### src/rtl/uart_tx_arbiter.sv
// Shares one uart_tx serializer between NUM_REQ byte producers, one frame at a time.
// Define UART_TX_ARB_FIXED_PRIO_EN for fixed lowest-index priority instead of round-robin.
module uart_tx_arbiter #(
   parameter int NUM_REQ    = 2,
   parameter int GAP_CYCLES = 0,
   parameter int IDX_WIDTH  = 3
) (
   input  logic                   clk,
   input  logic                   rst_n,
   input  logic [NUM_REQ-1:0]     req_valid,
   input  logic [8*NUM_REQ-1:0]   req_data,
   output logic [NUM_REQ-1:0]     req_ready,
   output logic [7:0]             tx_data,
   output logic                   tx_req,
   input  logic                   tx_empty,
   input  logic                   tx_error,
   output logic                   busy,
   output logic [IDX_WIDTH-1:0]   grant_idx,
   output logic                   err_sticky
);

   typedef enum logic [2:0] {
      IDLE,
      ISSUE,
      WAIT_START,
      WAIT_DONE,
      GAP
   } state_e;

   state_e               state_q, state_d;
   logic [7:0]           tx_data_q, tx_data_d;
   logic [IDX_WIDTH-1:0] grant_idx_q, grant_idx_d;
   logic                 err_sticky_q, err_sticky_d;
   logic [7:0]           gap_cnt_q, gap_cnt_d;

   logic                 found;
   logic [IDX_WIDTH-1:0] win_idx;
   logic [7:0]           win_byte;

`ifndef UART_TX_ARB_FIXED_PRIO_EN
   logic [IDX_WIDTH-1:0] ptr_q, ptr_d;
`endif

   always_comb begin
      found   = 1'b0;
      win_idx = '0;
`ifdef UART_TX_ARB_FIXED_PRIO_EN
      for (int k = 0; k < NUM_REQ; k++) begin
         if (!found && req_valid[k]) begin
            found   = 1'b1;
            win_idx = IDX_WIDTH'(k);
         end
      end
`else
      // Ports above the last winner first, then wrap around to those at or below it.
      for (int k = 0; k < NUM_REQ; k++) begin
         if (!found && req_valid[k] && (k > int'(ptr_q))) begin
            found   = 1'b1;
            win_idx = IDX_WIDTH'(k);
         end
      end
      for (int k = 0; k < NUM_REQ; k++) begin
         if (!found && req_valid[k] && (k <= int'(ptr_q))) begin
            found   = 1'b1;
            win_idx = IDX_WIDTH'(k);
         end
      end
`endif
   end

   always_comb begin
      win_byte = 8'h00;
      for (int k = 0; k < NUM_REQ; k++) begin
         if (win_idx == IDX_WIDTH'(k)) begin
            win_byte = req_data[8*k +: 8];
         end
      end
   end

   // NOTE: every signal written here gets a default first, so no path can infer a latch.
   always_comb begin
      state_d      = state_q;
      tx_data_d    = tx_data_q;
      grant_idx_d  = grant_idx_q;
      gap_cnt_d    = gap_cnt_q;
      err_sticky_d = err_sticky_q | tx_error;
`ifndef UART_TX_ARB_FIXED_PRIO_EN
      ptr_d        = ptr_q;
`endif
      tx_req       = 1'b0;
      req_ready    = '0;

      case (state_q)
         IDLE: begin
            if (found && tx_empty) begin
               for (int k = 0; k < NUM_REQ; k++) begin
                  req_ready[k] = (win_idx == IDX_WIDTH'(k));
               end
               tx_data_d   = win_byte;
               grant_idx_d = win_idx;
`ifndef UART_TX_ARB_FIXED_PRIO_EN
               ptr_d       = win_idx;
`endif
               state_d     = ISSUE;
            end
         end
         ISSUE: begin
            // uart_tx only ever sees req while it reports empty.
            tx_req = tx_empty;
            if (tx_empty) begin
               state_d = WAIT_START;
            end
         end
         WAIT_START: begin
            if (!tx_empty) begin
               state_d = WAIT_DONE;
            end
         end
         WAIT_DONE: begin
            if (tx_empty) begin
               if (GAP_CYCLES > 0) begin
                  state_d   = GAP;
                  gap_cnt_d = 8'(GAP_CYCLES - 1);
               end else begin
                  state_d = IDLE;
               end
            end
         end
         GAP: begin
            if (gap_cnt_q == 8'd0) begin
               state_d = IDLE;
            end else begin
               gap_cnt_d = gap_cnt_q - 8'd1;
            end
         end
         default: state_d = IDLE;
      endcase
   end

   // NOTE: state registers use non-blocking assignments so all flops update together on the edge.
   always_ff @(posedge clk or negedge rst_n) begin
      if (!rst_n) begin
         state_q      <= IDLE;
         tx_data_q    <= 8'h00;
         grant_idx_q  <= '0;
         err_sticky_q <= 1'b0;
         gap_cnt_q    <= 8'd0;
      end else begin
         state_q      <= state_d;
         tx_data_q    <= tx_data_d;
         grant_idx_q  <= grant_idx_d;
         err_sticky_q <= err_sticky_d;
         gap_cnt_q    <= gap_cnt_d;
      end
   end

`ifndef UART_TX_ARB_FIXED_PRIO_EN
   // Pointer starts at the last port so port 0 wins the first search.
   always_ff @(posedge clk or negedge rst_n) begin
      if (!rst_n) begin
         ptr_q <= IDX_WIDTH'(NUM_REQ - 1);
      end else begin
         ptr_q <= ptr_d;
      end
   end
`endif

   assign tx_data    = tx_data_q;
   assign grant_idx  = grant_idx_q;
   assign err_sticky = err_sticky_q;
   assign busy       = (state_q != IDLE);

endmodule

### config.mk
export PLATFORM = sky130hd
export DESIGN_NAME = uart_tx_arbiter
export DESIGN_NICKNAME = d
export VERILOG_FILES = /design/src/rtl/uart_tx_arbiter.sv
export SDC_FILE = /design/constraint.sdc
export NUM_CORES = 1
export LEC_CHECK = 0
export ABC_CLOCK_PERIOD_IN_PS = 2400
export BUFFER_PORTS_ARGS = -buffer_cell sky130_fd_sc_hd__buf_2
export CAP_MARGIN = 25
export CELL_PAD_IN_SITES_DETAIL_PLACEMENT = 1
export CELL_PAD_IN_SITES_GLOBAL_PLACEMENT = 1
export CORE_AREA = 2 2 51 53
export DETAILED_ROUTE_END_ITERATION = 10
export DIE_AREA = 0 0 53 55
export PLACE_DENSITY = 0.84
export SLEW_MARGIN = 30
export SYNTH_ARGS = -nofsm -noshare
export SYNTH_HDL_FRONTEND = slang
export SYNTH_SLANG_ARGS = --single-unit
### constraint.sdc
create_clock -name clk -period 2.4 [get_ports clk]
set_input_delay 0.48 -clock clk [delete_from_list [all_inputs] [get_ports clk]]
set_output_delay 0.48 -clock clk [all_outputs]
set_load 0.01 [all_outputs]
==> reports/metrics.yaml, run 1 <==
syn-instance-count: 69
p_leak_uw: 0.000517
grt_use_met3_pct: 2.69
min-delay-path-class: "in2async"
slew_headroom_pct: 65.6
seq_area_frac_synth_pct: 44.7
rsz0062_at_grt: "false"
worstMarginPinSlew_ns: 0.514
status: "completed"
clock_tree.buffer_depth: 2
setup_viol: 0
cts_tree: "done"
area_growth_pct: 28.9
post-cts-setup-buffers: 0
swShare_pct: 38.3
root_buffer: "clkbuf_4"
wl_per_cell_um: 11.9
yosys_warnings: 0
routed_wl_um: 1600
pwr-share-comb_pct: 49.5
finalNonFillerCells: 135
cp-end-kind: "output port"
cts_sinks: 13
crit_path_start_kind: "flip-flop"
synth_compound_area_share_pct: 15.6
dpl.hpwl_um: 1330
initial_core_util_pct: 30.9
synthXorXnorAreaFrac_pct: 0
grt_max_degree: 17
clk-insertion-delay-late_ns: 0.27
ff2ff_setup_slack_ns: 0.81
core_um2: 2360
row_count: 18
cp-startpoint: "state_q[0]"
vias: 613
postSynthAreaPerCell_um2: 10.6
synth_top_cell_by_area: "dfrtp_1"
internal-power_uw: 627
fin_crit_ns: 2.16
fp.dieH_um: 55
use_met1_pct: 15.1
synth_area_um2: 731
synth_top_family_by_area: "compound AO/OA/AOI/OAI gates"
antenna_found_initial: 0
ctsResizeCount: 0
power_frac_clock_pct: 13.0
htreeDepth: 1
slew_viol_final: 0
drt_iter0_markers: 1
numPortBuffers: 35
timing.rr.start: "state_q[0]"
seq_power_share_pct: 37.4
grt_overflow: 0
numCtsBuffers: 3
grtUsageTotal_pct: 12.9
synth_simple_gate_area_share_pct: 11.1
nets: 132
hold_violations: 0
dieArea_um2: 2920
drcViolationCount: 0
cp-endpoint: "req_ready[0]"
die_w_um: 53
ctsHoldBuffers: 0
ir_drop_mv: 0.399
fin_util_pct: 39.8
use_met2_pct: 23.3
grt_first_pass_wirelength_um: 2770
regToRegEndpoint: "tx_data[1]"
busiest_layer: "met2"
dp_cells: 131
fin_skew_ns: 0.00374
max_cap_violations: 0
worstSetupPathType: "reg2out"
first_pass_iters: 2
synth_adder_area_share_pct: 6.85
ios: 38
clk_pin_slew_ns: 0.08
fin_crit_sh_pct: 89.8
cp.required_ns: 1.92
grt_pass1_vias: 655
vias_per_cell: 4.54
arrival_ns: 1.68
netSwitchingPower_uw: 389
yosys-top-cells-area: "dfrtp_1 41%, mux2i_1 12%, ha_1 6.8%, o21ai_1 5.5%, nand2_1 4.1%"
place.gp.congestion: 0.669
rr_worst_depth: 6
synth_cell_types: 27
synthMuxAreaShare_pct: 14.4
tns_ns: 0
worst_slack_ns: 0.244
synth_top_area_share_pct: 41.1
ys_seq_elements: 13
drive_gt1_share_pct: 42.9
postRouteAntennaNets: 0
antennaDiodeCount: 0
path_max_fanout: 6
fmax_ghz: 0.464
dpl_worst_slack_ns: 0.541
powerDensity_nw_per_um2: 1080
critical path, cell delays in order (launching register included):
cell      delay, ns
dfrtp_1        0.42
inv_1          0.10
ha_1           0.27
o211ai_1       0.26
nor2b_1        0.20
buf_2          0.15
power by group through the flow:
| stage | combinational [uW] | sequential, uW | clock (uW) |
|---|---|---|---|
| after global placement | 491 | 380 | 0 |
| final | 503 | 380 | 132 |
| after CTS | 513 | 383 | 139 |
| after detailed placement | 511 | 383 | 0 |
| after floorplan | 322 | 409 | 0 |
| after global routing | 565 | 395 | 151 |
metrics by stage:
stage | area [um2] | hold WS (ns) | total power, uW
floorplan | 734 | 0.184 | 730
global placement | 916 | 0.375 | 871
detailed placement | 916 | 0.382 | 894
CTS | 942 | 0.0833 | 1040
global route | 942 | 0.0933 | 1110
finish | 942 | 0.0762 | 1020
flip-flops by register name, summed over array words and instances, names as in the netlist:
name and cells:
ptr_q 1, tx_data 8, err_sticky 1, grant_idx 1
state_q 2
synth_stat cells:
cell type  number
o21ai_0         1
a21bo_2         1
buf_4           3
nor2_4          1
or2_2           1
a2bb2oi_1       1
ha_1            4
nor2_1          1
dfstp_2         1
conb_1          1
mux2i_1         9
o21a_1          1
a2bb2oi_2       1
inv_1           3
nand2_1         8
dfrtp_1        12
a21oi_1         1
o21ai_1         8
a21o_1          2
buf_2           1
buf_6           1
nor3_1          1
o211ai_1        1
mux2_4          1
nor4_1          1
nor2b_1         2
and2_1          1
layout make-up:
class	count	area, um2
inverters	3	11.3
flip-flops and latches	13	327
clock buffers	4	26.3
repair buffers	36	183
multi-input cells	49	358
fillers	291	1420
well taps	30	37.5
kinds of logic (layout without fill, tap and decap cells):
logic type	after synthesis	in the layout
adders and majority gates	4	4
DFF	13	13
AOI/OAI and AO/OA	17	17
buffers and inverters	8	43
and+or+nand+nor	16	16
other	1	2
muxes	10	10
how the worst min path moves through the flow:
stage / to / cells after the start
floorplan: err_sticky / 0
global placement: tx_data[1] / 1
detailed placement: tx_data[7] / 1
CTS: state_q[0] / 1
global route: tx_data[2] / 1
finish: tx_data[6] / 1
cells in the final DEF, fill, tap and decap left out, drive strengths merged, types with 2 or more instances in the layout:
cell / synthesis / layout
mux2i: 9 / 9
ha: 4 / 4
a2bb2oi: 2 / 2
dfrtp: 12 / 12
nor2b: 2 / 2
conb: 1 / 2
nand2: 8 / 8
a21o: 2 / 2
buf: 5 / 36
clkbuf: 0 / 4
inv: 3 / 3
o21ai: 9 / 9
nor2: 2 / 2
routing by layer:
metal  part of all wire, %  vias up
met5                     0        -
met4                  0.94        0
met2                    48       28
li1                      -      305
met3                   8.6        2
met1                    43      278
Note: power is estimated with default switching activity, not from simulation.
==> run 2, diff against run 1 <==
--- a/config.mk
+++ b/config.mk
@@ -10,9 +10,9 @@
 export CAP_MARGIN = 25
 export CELL_PAD_IN_SITES_DETAIL_PLACEMENT = 1
 export CELL_PAD_IN_SITES_GLOBAL_PLACEMENT = 1
-export CORE_AREA = 2 2 51 53
+export CORE_AREA = 3 3 52 54
 export DETAILED_ROUTE_END_ITERATION = 10
-export DIE_AREA = 0 0 53 55
+export DIE_AREA = 0 0 55 57
 export PLACE_DENSITY = 0.84
 export SLEW_MARGIN = 30
 export SYNTH_ARGS = -nofsm -noshare
==> run 2 against run 1 <==
  * Non-clock buffer count rose by 2
  * Global-route usage fell by 1.1 points
  * First-iteration DRC count fell by 100%
  * Via count rose by 2.8%
  * Combinational power rose by 3%
  * Clock power barely moved
  * Clock skew rose by 0.0027 ns
  * Cell count did not move
==> reports/metrics.yaml, run 2 (synthesized netlist as in run 1, its figures left out) <==
status: "completed"  # unchanged
ir_drop_mv: 0.453  # was 0.399 mV
fin_crit_ns: 2.09  # was 2.16 ns
grtUsageTotal_pct: 11.8  # was 12.9%
vias: 630  # was 613
grt_max_degree: 14  # was 17
rsz0062_at_grt: "false"  # unchanged
initial_core_util_pct: 32.4  # was 30.9%
grt_pass1_vias: 630  # was 655
internal-power_uw: 637  # was 627 uW
netSwitchingPower_uw: 394  # was 389 uW
pwr-share-comb_pct: 50.2  # was 49.5%
clock_tree.buffer_depth: 2  # unchanged
antennaDiodeCount: 0  # unchanged
grt_overflow: 0  # unchanged
cp-end-kind: "output port"  # unchanged
fin_crit_sh_pct: 87.2  # was 89.8%
ctsHoldBuffers: 0  # unchanged
fill_cells: 294  # was 291
power_frac_clock_pct: 12.6  # was 13.0%
dieArea_um2: 3140  # was 2920 um2
wl_per_cell_um: 12.6  # was 11.9 um
fmax_ghz: 0.478  # was 0.464 GHz
root_buffer: "clkbuf_4"  # unchanged
max_cap_violations: 0  # unchanged
cts_sinks: 13  # unchanged
ctsResizeCount: 0  # unchanged
crit_path_start_kind: "flip-flop"  # unchanged
final_common_cell: "buf_2"  # unchanged
cp-startpoint: "state_q[0]"  # unchanged
setup_viol: 0  # unchanged
row_count: 17  # was 18
antenna_found_initial: 0  # unchanged
place.gp.congestion: 0.663  # was 0.669
grt_first_pass_wirelength_um: 2730  # was 2770 um
core_um2: 2250  # was 2360 um2
numCtsBuffers: 3  # unchanged
ios: 38  # unchanged
vias_per_cell: 4.67  # was 4.54
dpl.hpwl_um: 1420  # was 1330 um
postRouteAntennaNets: 0  # unchanged
arrival_ns: 1.61  # was 1.68 ns
clk_pin_slew_ns: 0.08  # about the same
cts_tree: "done"  # unchanged
htreeDepth: 1  # unchanged
post-cts-setup-buffers: 0  # unchanged
powerDensity_nw_per_um2: 1080  # about the same
multi_input_comb_area_um2: 358  # unchanged
seqCellArea_um2: 327  # unchanged
area_growth_pct: 30.7  # was 28.9%
p_leak_uw: 0.000525  # was 0.000517 uW
numPortBuffers: 35  # unchanged
fin_skew_ns: 0.00647  # was 0.00374 ns
first_pass_iters: 1  # was 2
clk-insertion-delay-late_ns: 0.27  # about the same
nets: 134  # was 132
drt_iter0_markers: 0  # was 1
seq_power_share_pct: 37.2  # was 37.4%
slew_viol_final: 0  # unchanged
tns_ns: 0  # unchanged
cp.required_ns: 1.92  # about the same
p_total_uw: 1030  # was 1020 uW
drcViolationCount: 0  # unchanged
fp.dieH_um: 57  # was 55 um
die_w_um: 55  # was 53 um
swShare_pct: 38.3  # about the same
timing.rr.start: "state_q[0]"  # unchanged
largest_register_ff_count: 8  # unchanged
routed_wl_um: 1700  # was 1600 um
path_max_fanout: 7  # was 6
worstSetupPathType: "reg2out"  # unchanged
drive_gt1_share_pct: 43.9  # was 42.9%
final_cell_mix: "35 x buf_2, 12 x dfrtp_1, 9 x mux2i_1"  # unchanged
hold_violations: 0  # unchanged
min-delay-path-class: "in2async"  # unchanged
run 2: path summary, 6_finish.rpt:
kind,slack (ns),cells past startpoint,endpoint
worst min-delay path,0.08,1,tx_data[4]
worst min register to register,0.46,1,err_sticky
worst max-delay path,0.31,6,req_ready[0]
max in group asynchronous,2.03,1,ptr_q[0]
min in group clk,0.40,2,err_sticky
worst max register to register,0.88,7,tx_data[5]
run 2: area by class of cell:
class                      instances  share of cell area, %
sequential                        13                   34.2
inverter                           3                   1.18
timing repair buffer              38                   20.7
tap                               28                   3.67
clock buffer                       4                   2.75
multi-input combinational         49                   37.5
run 2: stage by stage:
step / worst slack [ns] / instances / instance area (um2) / util, % / hold WS (ns)
finish: 0.307 / 135 / 955 / 42.3 / 0.0832
global route: 0.180 / 135 / 955 / 42.3 / 0.0856
detailed placement: 0.401 / 129 / 913 / 40.5 / 0.384
global placement: 0.411 / 129 / 913 / 40.5 / 0.380
floorplan: 0.708 / 70 / 734 / - / 0.184
CTS: 0.113 / 133 / 940 / 41.7 / 0.0825
run 2: worst max-delay path, stage by stage (launching register included):
cell and delay, ns:
dfrtp_1 0.42, inv_1 0.10, ha_1 0.27, o211ai_1 0.13
buf_4 0.18, nor2b_1 0.11, buf_2 0.14
run 2: per-layer routing:
| metal | vias up | part of all wire (%) | global-route usage [%] |
|---|---|---|---|
| met2 | 30 | 49 | 20.1 |
| met5 | - | 0 | 0 |
| met1 | 290 | 40 | 13.6 |
| li1 | 308 | - | - |
| met4 | 0 | 0.47 | 4.17 |
| met3 | 2 | 9.8 | 3.66 |
run 2: power by group through the flow:
stage / clock network (uW) / registers [uW] / logic [uW]
2_1_floorplan: 0 / 409 / 322
3_3_place_gp: 0 / 383 / 491
3_5_place_dp: 0 / 385 / 517
4_1_cts: 136 / 386 / 514
5_1_grt: 147 / 399 / 579
6_report: 130 / 383 / 517
==> run 3, diff against run 2 <==
--- a/config.mk
+++ b/config.mk
@@ -7,12 +7,13 @@
 export LEC_CHECK = 0
 export ABC_CLOCK_PERIOD_IN_PS = 2400
 export BUFFER_PORTS_ARGS = -buffer_cell sky130_fd_sc_hd__buf_2
-export CAP_MARGIN = 25
 export CELL_PAD_IN_SITES_DETAIL_PLACEMENT = 1
 export CELL_PAD_IN_SITES_GLOBAL_PLACEMENT = 1
 export CORE_AREA = 3 3 52 54
+export CTS_BUF_LIST = sky130_fd_sc_hd__clkbuf_4 sky130_fd_sc_hd__clkbuf_8
 export DETAILED_ROUTE_END_ITERATION = 10
 export DIE_AREA = 0 0 55 57
+export GPL_TIMING_DRIVEN = 0
 export PLACE_DENSITY = 0.84
 export SLEW_MARGIN = 30
 export SYNTH_ARGS = -nofsm -noshare
==> run 3 against run 2 <==
  * Critical path depth did not move
  * Final area up 2.1%
  * Die area is the same
  * Clock skew is 0.0037 ns lower
  * Global-route usage is 0.83 points higher
  * Cell count rose by 1.5%
  * Maximum frequency is 2.9% lower
  * Sequential share of layout area decreased by 0.70 points
  * Register-to-register slack lost 0.03 ns
  * Largest cell class unchanged
==> reports/metrics.yaml, run 3 (synthesized netlist as in run 1, its figures left out) <==
fin_skew_ns: 0.00277  # was 0.00647 ns
slew_viol_final: 0  # unchanged
grt_pass1_vias: 674  # was 630
status: "completed"  # unchanged
clk-insertion-delay-late_ns: 0.27  # about the same
p_leak_uw: 0.000540  # was 0.000525 uW
ir_drop_mv: 0.435  # was 0.453 mV
crit_path_start_kind: "flip-flop"  # unchanged
die_w_um: 55  # unchanged
clk_pin_slew_ns: 0.08  # about the same
fin_area_um2: 975  # was 955 um2
numPortBuffers: 35  # unchanged
cp.required_ns: 1.92  # about the same
grtUsageTotal_pct: 12.7  # was 11.8%
hold_violations: 0  # unchanged
cts_tree: "done"  # unchanged
p_total_uw: 1040  # was 1030 uW
max_cap_violations: 0  # unchanged
cts_sinks: 13  # unchanged
dpl_worst_slack_ns: 0.526  # was 0.401 ns
placed_cell_area_um2: 945  # was 913 um2
arrival_ns: 1.68  # was 1.61 ns
clock_tree.buffer_depth: 2  # unchanged
dieArea_um2: 3140  # unchanged
worst_slack_ns: 0.244  # was 0.307 ns
grt_max_degree: 14  # unchanged
drt_iter0_markers: 2  # was 0
row_count: 17  # unchanged
final_common_cell: "buf_2"  # unchanged
regToRegEndpoint: "state_q[1]"  # was tx_data[5]
fmax_ghz: 0.464  # was 0.478 GHz
wl_per_cell_um: 11.9  # was 12.6 um
ff2ff_setup_slack_ns: 0.85  # was 0.88 ns
crit_slowest_cell: "dfrtp_1"  # unchanged
area_growth_pct: 33.4  # was 30.7%
vias: 636  # was 630
critical_path.top_delay_family: "buffers and inverters"  # unchanged
htreeDepth: 1  # unchanged
tns_ns: 0  # unchanged
fin_crit_ns: 2.16  # was 2.09 ns
nets: 136  # was 134
rsz0062_at_grt: "false"  # unchanged
timing.rr.start: "state_q[1]"  # was state_q[0]
ctsHoldBuffers: 0  # unchanged
postRouteAntennaNets: 0  # unchanged
fp.dieH_um: 57  # unchanged
setup_viol: 0  # unchanged
post-cts-setup-buffers: 0  # unchanged
cp-endpoint: "req_ready[0]"  # unchanged
powerDensity_nw_per_um2: 1070  # was 1080 nW/um2
root_buffer: "clkbuf_4"  # unchanged
dpl.hpwl_um: 1390  # was 1420 um
critPathBufInv: 3  # unchanged
final_cell_mix: "36 x buf_2, 12 x dfrtp_1, 9 x mux2i_1"  # was 35 x buf_2, 12 x dfrtp_1, 9 x mux2i_1
ios: 38  # unchanged
antennaDiodeCount: 0  # unchanged
largest_register_ff_count: 8  # unchanged
fill_cells: 284  # was 294
first_pass_iters: 2  # was 1
path_max_fanout: 10  # was 7
place.gp.congestion: 0.630  # was 0.663
antenna_found_initial: 0  # unchanged
crit_chain: "inv_1 > ha_1 > o211ai_1 > buf_4 > nor2b_1 > buf_2"  # unchanged
min-delay-path-class: "in2async"  # unchanged
grt_first_pass_wirelength_um: 2930  # was 2730 um
vias_per_cell: 4.64  # was 4.67
drcViolationCount: 0  # unchanged
cp-startpoint: "state_q[1]"  # was state_q[0]
initial_core_util_pct: 32.4  # unchanged
fin_crit_sh_pct: 89.8  # was 87.2%
drive_gt1_share_pct: 45.9  # was 43.9%
grt_overflow: 0  # unchanged
core_um2: 2250  # unchanged
cp-end-kind: "output port"  # unchanged
max_stage_delay_ns: 0.42  # about the same
numCtsBuffers: 3  # unchanged
worst-path-stages: 6  # unchanged
worstSetupPathType: "reg2out"  # unchanged
rr_worst_depth: 5  # was 7
routed_wl_um: 1630  # was 1700 um
ctsResizeCount: 0  # unchanged
-- run 3: cell count changes in the layout (fill, tap and decap cells not counted), sizes merged --
cell | previous run | this run
buf | 38 | 40
-- run 3: per-layer routing --
layer / up-vias / global-route usage, % / routed length, um
li1: 312 / - / -
met1: 296 / 16.3 / 717
met2: 28 / 20.6 / 772
met3: 0 / 2.87 / 140
met4: 0 / 4.17 / 0
met5: - / 0 / 0
-- run 3: worst min-delay path by stage --
stage | end | slack (ns)
floorplan | err_sticky | 0.18
global placement | tx_data[2] | 0.39
detailed placement | tx_data[5] | 0.38
CTS | tx_data[5] | 0.08
global route | tx_data[5] | 0.08
finish | tx_data[5] | 0.08
-- run 3: where the power goes --
part	leakage (uW)	total (uW)	internal, uW	switching, uW
sequential	0.000156	379	319	59.4
combinational	0.000365	521	254	267
clock	0.0000184	142	75.5	66.7
-- run 3: layout make-up --
type / instances / area (um2) / share of cell area, %
buffer: 5 / 38.8 / 3.98
clock buffer: 4 / 30.0 / 3.08
inverter: 3 / 11.3 / 1.16
multi-input combinational: 49 / 358 / 36.7
sequential: 13 / 327 / 33.5
tap: 28 / 35.0 / 3.59
timing repair buffer: 35 / 175 / 18.0
-- run 3: per-stage QoR --
| step | hold slack (ns) | util (%) | instances |
|---|---|---|---|
| floorplan | 0.184 | - | 70 |
| global placement | 0.386 | 41.9 | 133 |
| detailed placement | 0.384 | 41.9 | 133 |
| CTS | 0.0850 | 43.2 | 137 |
| global route | 0.0795 | 43.2 | 137 |
| finish | 0.0830 | 43.2 | 137 |
